File: config.mk
export PLATFORM = sky130hd
export DESIGN_NAME = arb_request_agent
export DESIGN_NICKNAME = d
export VERILOG_FILES = /design/src/rtl/arb_request_agent.sv
export SDC_FILE = /design/constraint.sdc
export NUM_CORES = 1
export LEC_CHECK = 0
export CORE_MARGIN = 5
export CORE_UTILIZATION = 56
export DETAILED_ROUTE_END_ITERATION = 8
export GPL_TIMING_DRIVEN = 0
export PLACE_DENSITY = 0.86
export SLEW_MARGIN = 5
export SYNTH_ARGS = -nofsm -noshare
export SYNTH_HDL_FRONTEND = slang
export SYNTH_SLANG_ARGS = --single-unit
File: constraint.sdc
create_clock -name clk -period 3.2 [get_ports clk]
set_clock_uncertainty 0.05 [all_clocks]
set_input_delay 0.64 -clock clk [delete_from_list [all_inputs] [get_ports clk]]
set_output_delay 0.64 -clock clk [all_outputs]
set_load 0.005 [all_outputs]
File: src/rtl/arb_request_agent.sv
// Requester-side front end for the daisy-chain arbiter. Start pulses become held requests, and a granted client locks the bus for a counted burst.
// The optional starvation timeout is enabled by defining ARB_REQUEST_AGENT_TIMEOUT_EN, which also adds the starve_o port.
module arb_request_agent #(
  parameter int N       = 8,
  parameter int LENW    = 4,
  parameter int TIMEOUT = 64
) (
  input  logic              clk,
  input  logic              rst_n,
  input  logic [0:N-1]      start,
  input  logic [0:N*LENW-1] len,
  output logic [0:N-1]      req_o,
  input  logic [0:N-1]      gnt_i,
  output logic [0:N-1]      own_o,
  output logic [0:N-1]      busy_o,
  output logic [0:N-1]      done_o,
  output logic              gnt_err_o
`ifdef ARB_REQUEST_AGENT_TIMEOUT_EN
  ,
  output logic [0:N-1]      starve_o
`endif
);

  typedef enum logic [1:0] {IDLE, REQ, OWN} state_t;

  state_t          state_q [N];
  state_t          state_d [N];
  logic [LENW-1:0] cnt_q   [N];
  logic [LENW-1:0] cnt_d   [N];
  logic            lock_q, lock_d;
  logic [0:N-1]    done_q, done_d;
  logic [0:N-1]    take;      // one-hot: the client accepting the grant this cycle
  logic [0:N-1]    eligible;  // request mask; all ones unless starvation overrides
  logic            grant_seen, grant_multi;

  if (TIMEOUT < 1) begin : g_bad_timeout
    $error("arb_request_agent: TIMEOUT must be at least 1");
  end

`ifdef ARB_REQUEST_AGENT_TIMEOUT_EN
  localparam int            WW   = $clog2(TIMEOUT + 1);
  localparam logic [WW-1:0] WMAX = WW'(TIMEOUT);

  logic [WW-1:0] wait_q [N];
  logic [0:N-1]  starved;

  always_ff @(posedge clk or negedge rst_n) begin
    if (!rst_n) begin
      for (int i = 0; i < N; i++) wait_q[i] <= '0;
    end else begin
      for (int i = 0; i < N; i++) begin
        if (state_q[i] != REQ || take[i]) wait_q[i] <= '0;
        else if (wait_q[i] != WMAX)       wait_q[i] <= wait_q[i] + 1'b1;
      end
    end
  end

  always_comb begin
    for (int i = 0; i < N; i++) starved[i] = (wait_q[i] == WMAX);
  end

  // Starved clients hide everyone else, so the chain picks the lowest starved index.
  assign eligible = (|starved) ? starved : '1;
  assign starve_o = starved;
`else
  assign eligible = '1;
`endif

  // NOTE: state registers use non-blocking assignments so every flop samples pre-edge values.
  // NOTE: the whole per-client state, including the burst counters, is reset so a reset mid-burst leaves nothing behind.
  always_ff @(posedge clk or negedge rst_n) begin
    if (!rst_n) begin
      lock_q <= 1'b0;
      done_q <= '0;
      for (int i = 0; i < N; i++) begin
        state_q[i] <= IDLE;
        cnt_q[i]   <= '0;
      end
    end else begin
      lock_q <= lock_d;
      done_q <= done_d;
      for (int i = 0; i < N; i++) begin
        state_q[i] <= state_d[i];
        cnt_q[i]   <= cnt_d[i];
      end
    end
  end

  // Grant decode: take the lowest requesting grant bit, and flag stray or multiple grants.
  always_comb begin
    take        = '0;
    grant_seen  = 1'b0;
    grant_multi = 1'b0;
    for (int i = 0; i < N; i++) begin
      if (req_o[i] && gnt_i[i]) begin
        if (grant_seen) grant_multi = 1'b1;
        else            take[i]     = 1'b1;
        grant_seen = 1'b1;
      end
    end
    gnt_err_o = grant_multi || (|(gnt_i & ~req_o));
  end

  // NOTE: every combinational output is given a default first, so no path can infer a latch.
  always_comb begin
    lock_d = lock_q;
    done_d = '0;
    for (int i = 0; i < N; i++) begin
      state_d[i] = state_q[i];
      cnt_d[i]   = cnt_q[i];
      case (state_q[i])
        IDLE: if (start[i]) begin
          state_d[i] = REQ;
          cnt_d[i]   = len[i*LENW +: LENW];
        end
        REQ: if (take[i]) begin
          state_d[i] = OWN;
          lock_d     = 1'b1;
        end
        OWN: if (cnt_q[i] == '0) begin
          state_d[i] = IDLE;
          lock_d     = 1'b0;
          done_d[i]  = 1'b1;
        end else begin
          cnt_d[i] = cnt_q[i] - 1'b1;
        end
        default: state_d[i] = IDLE;
      endcase
    end
  end

  // req_o comes only from registered state, so it has no path back from gnt_i.
  always_comb begin
    for (int i = 0; i < N; i++) begin
      req_o[i]  = (state_q[i] == REQ) && !lock_q && eligible[i];
      own_o[i]  = (state_q[i] == OWN);
      busy_o[i] = (state_q[i] != IDLE);
    end
  end

  assign done_o = done_q;

endmodule
# Word level (Yosys, flattened, before mapping)
# Index checks and enable logic that the tools add are counted.
# totals
regBits	57
elab_cells	274
# op_classes
add_sub_neg	8
n_eq_ne	48
n_mux	131
bitwise	2
n_reduce_logical	67
# op_table
cell	n
2-to-1 mux 1 bit	67
2-to-1 mux 4 bit	16
case mux 4 bit (2 select lines)	8
2-to-1 mux 2 bit	24
inequality test 2 bit (second input constant)	24
case mux 2 bit (3 select lines)	8
AND reduction 3 bit	16
logical NOT 4 bit	8
nonzero test 2 bit	16
subtractor 4 x 1 -> 4 bit (second input constant)	8
== test 2 x 1 -> 1 bit (second input constant)	8
== test 2 bit (second input constant)	8
logical AND 1 bit	16
logical NOT 2 bit	8
inequality test 2 x 1 -> 1 bit (second input constant)	8
case mux 1 bit (2 select lines)	8
AND 8 bit	1
NOT 8 bit	1
OR reduction 8 bit	1
logical NOT 1 bit	1
logical OR 1 bit	1

# Longest topological paths before layout
# depth
depth_word	20
mapped_depth	8
depth_no_buf	8

# Least setup slack after synthesis
# Ideal clock, no wire load.
# synth_path
path_kind	flip-flop to output port
start	register state_q[13] (netlist bit)
end	output port gnt_err_o
arrival_time_ns	1.642
required_ns	2.510
setup_slack_ns	0.868
stages_incl_launch_ff	9
path_buffers	0
cell_sequence	dfrtp_1 inv_1 ha_1 a22oi_4 and3_1 o21ai_2 a21oi_1 o21ai_0 a211o_1
# synth_between
elab_chain_len	17
# synth_rtl
element	line	source
start, declared	26	state_t state_q [N];
start signal, assigned by index	83	state_q[i] <= state_d[i];
== test 2 x 1 -> 1 bit *	135	req_o[i] = (state_q[i] == REQ) && !lock_q && eligible[i];
logical AND 1 bit *	135	
logical AND 1 bit	95	if (req_o[i] && gnt_i[i]) begin
2-to-1 mux 1 bit	95	
2-to-1 mux 1 bit	96	if (grant_seen) grant_multi = 1'b1;
2-to-1 mux 1 bit	95	
2-to-1 mux 1 bit	96	
2-to-1 mux 1 bit	95	
2-to-1 mux 1 bit	96	
2-to-1 mux 1 bit	95	
2-to-1 mux 1 bit	96	
2-to-1 mux 1 bit	95	
2-to-1 mux 1 bit	96	
2-to-1 mux 1 bit	95	
2-to-1 mux 1 bit	96	
2-to-1 mux 1 bit	95	
logical OR 1 bit *	101	gnt_err_o = grant_multi || (|(gnt_i & ~req_o));
end, declared	17	output logic gnt_err_o
# Mark *: on every way between the ends. The rest lies on a longest branch, timed or not.

# Final worst setup path
# layout_path
start	input port gnt_i[5] (netlist bit)
end	output port gnt_err_o
# layout_between
elab_chain_len	7
# layout_rtl
element	line	source
start, declared	13	input logic [0:N-1] gnt_i,
logical AND 1 bit	95	
2-to-1 mux 1 bit	95	
2-to-1 mux 1 bit	96	
2-to-1 mux 1 bit	95	
2-to-1 mux 1 bit	96	
2-to-1 mux 1 bit	95	
logical OR 1 bit *	101	
# Marked as above.

==> summary.txt <==
Yosys
  • Yosys cell types: 52
  • Post-synthesis async set-or-reset flop share: 100.0%
  • Largest cells by area after synthesis: dfrtp_1, ha_1, o21ai_0
  • Yosys reg bits: 57
  • Synth Flop Type: dfrtp_1
  • Register area share after synthesis: a little over a third
  • Yosys warns: 0
  • Synthesized area per cell: 8.715 sq um
  • Mapped Nets: 563
  • Synth area leader: dfrtp_1
  • Yosys top cell area share: about a third
  • EDFF count, synth: 0
  • Cell Area, Synth: 4053 sq um
  • Mapped Cells: roughly 470

Layout
  • Finished Cell Area: about 5300 sq um
  • Synth-to-layout area growth: 31.03%
  • Layout cell share with drive strength beyond 1: under 10%
  • Fillers: approximately 530
  • Final core occ: 74.40%
  • Sequential cell area: 1426 sq um
  • Fin nets: 662
  • Multi-input logic area: ~2400 sq um

Worst setup path
  • CP required: ~2.5 ns
  • CP Cell Sequence: clkdlybuf4s50_1 > nand2_1 > a41oi_1 > nor2_1 > o21ai_0 > a211o_1 > dlymetal6s2s_1
  • Crit end category: output port
  • CP peak stage delay: between 0.4 and 0.5 ns
  • CP max-delay cell: clkdlybuf4s50_1
  • CP max FO: 4
  • CP startpoint kind: input port
  • R2r setup slk: between 0.9 and 1 ns
  • Critical path class: in2out
  • Critical Path AT: roughly 2.2 ns

CTS
  • Clock Latency Late Sink: 0.34 ns
  • Clk pin slew, worst setup/hold paths: around 0.060 ns
  • Inserted Clock Buffers: 9
  • Htree depth: 3
  • Clock root buffer: clkbuf_8
  • TritonCTS clock tree: built
  • Clock Sinks: between 50 and 60
  • CTS max path bufs: 2

Timing
  • PnR worst setup slack: around 0.31 ns
  • Fin Setup TNS: 0 ns
  • Fin crit period: approximately 2.9 ns
  • Final Slew Violations: 0
  • Final hold violations: 0
  • Final setup viols: 0
  • Fin crit share: about nine tenths
  • Slew margin rel.: about three fifths
  • Slew at the pin closest to its max-slew limit: between 0.6 and 0.7 ns
  • Max Freq: 345.8 MHz
  • Unrepaired setup endpoints after global routing: false

Drt
  • Post-DR wirelength/cell: 14.83 microns
  • Pre-antenna DRT Iters: 5
  • Antenna Nets Post-Route: 0
  • Vias per cell: approximately 5.6
  • 1st-iter DRT viols: 205
  • # DRC: 0
  • Final wirelength: between 9 and 10 mm
  • Vias: between 3000 and 4000

Pwr
  • Leakage power: between 2 and 2.5 nW
  • Power per cell area: approximately 920 nW/um^2
  • Worst VDD drop: roughly 420 uV

Die
  • IO Count: 83
  • Die height: 95.07 microns
  • Horiz. Die Dim: between 90 and 100 microns
  • Die area: between 9000 and 10000 sq um
  • Starting Density: roughly 57%
  • CORE AREA: 7137 sq um
  • Std-Cell Rows: 31

Global routing
  • Initial antenna violation count: 0
  • Global Route Usage Sum: a little under a quarter
  • Number of global-route vias before repair: between 3000 and 4000
  • Largest net degree at the start of global routing: 33
  • Global-route wire length before repair: between 15 and 20 mm
  • Congestion Overflow GR: 0

Placement
  • Dpl ws: -0.2789 ns
  • Placement Cell Area: between 5000 and 6000 sq um
  • Routability cong.: approximately 0.89
  • Number of port buffers: 82
  • Post-DP HPWL: roughly 7.4 mm

Worst hold path
  • Hold WC Path Type: in2async

Flow run
  • Max-cap viol count: 0

Run status
  • Status: finished clean
[per-layer routing]
metal	GRT usage, %	wire length (microns)	up-vias	part of all wire, %
li1	-	-	1817	-
met1	27.92	4286	1760	43
met2	38.08	4699	127	47
met3	5.683	703	23	7.1
met4	10.22	246	0	2.5
met5	0	0	-	0
[power by group]
part / internal [mW] / switching, mW
combinational: 1.37 / 1.56
clock: 0.363 / 0.286
sequential: 1.04 / 0.285
total: 2.78 / 2.13
[kinds of logic (layout without fill, tap and decap cells)]
kind of cell             Yosys count  in the layout  synth area share, %
adder cells (fa/ha/maj)           49             49                15.07
AO/OA/AOI/OAI                    119            119                18.31
other                              0              2                    0
buffers and inverters             72            176                6.730
flip-flops                        57             57                35.20
AND/OR/NAND/NOR                  140            140                17.41
multiplexers                      28             28                7.286
[layout make-up]
type	instances	share of cell area, %
multi-input cells	336	45.59
flip-flops and latches	57	26.86
repair buffers	88	16.31
inverters	65	4.595
clock buffers	14	3.440
well taps	99	2.333
plain buffers	7	0.5891
clock inverters	2	0.1885
diodes	2	0.09425
[sequential cells by signal, summed over array words and instances, names as in the netlist]
| name | flops |
|---|---|
| lock_q | 1 |
| done_o | 8 |
| state_q | 16 |
| cnt_q | 32 |
[per-stage QoR]
stage	hold slack [ns]	cells	total power, mW
final	0.2601	670	4.905
after global routing	0.2995	668	5.322
after CTS	0.2734	667	4.868
after detailed placement	0.4224	647	4.081
after global placement	0.4077	646	3.908
after floorplan	0.2944	465	3.146
[cells in the mapped netlist (all sizes together) (2+ instances only)]
cell     instances
a22oi            3
nor2b           10
nor3b            5
o2111ai          2
o31ai            2
nand2b          10
nand4            2
dfrtp           57
nor3             6
nor4             6
a21o             4
nand2           39
o21ai           53
nand3           14
o221ai           2
o22ai            4
ha              48
mux2i           16
nand3b           4
a221o            3
buf              2
nor2            27
mux2            12
and3             6
o211ai           4
clkbuf           5
a21oi           30
inv             65
or3              7
a32oi            3
[what timing repair did]
item / CTS / global route
pin swaps: 2 / 1
setup buffers: 4 / 1
endpoints found under the setup margin: 1 / 1
hold buffers: 0 / 0
resized for setup: 20 / 4
[cell usage in the layout, fill, tap and decap left out, drive strengths merged, types with 9 or more instances in the layout]
| cell type | instances |
|---|---|
| ha | 48 |
| mux2i | 16 |
| clkdlybuf4s50 | 75 |
| buf | 9 |
| dfrtp | 57 |
| inv | 65 |
| a21oi | 30 |
| clkbuf | 20 |
| nor2 | 27 |
| nand2 | 39 |
| o21ai | 53 |
| mux2 | 12 |
| nand2b | 10 |
| nand3 | 14 |
| nor2b | 10 |
[critical path: cells and delay by family]
kind,cells,cell delay [ns]
compound gates,3,0.58
simple gates,2,0.38
buf+inv,2,0.61
[final timing paths]
check	from	end	depth (start not counted)
worst max-delay path	gnt_i[5]	gnt_err_o	7
worst min-delay path	rst_n	cnt_q[20]	1
worst max register to register	state_q[4]	lock_q	8
worst min register to register	cnt_q[27]	done_o[1]	1
max in group asynchronous	rst_n	cnt_q[9]	2
min in group clk	cnt_q[27]	done_o[1]	1
Power figures use the tool's default switching activity.
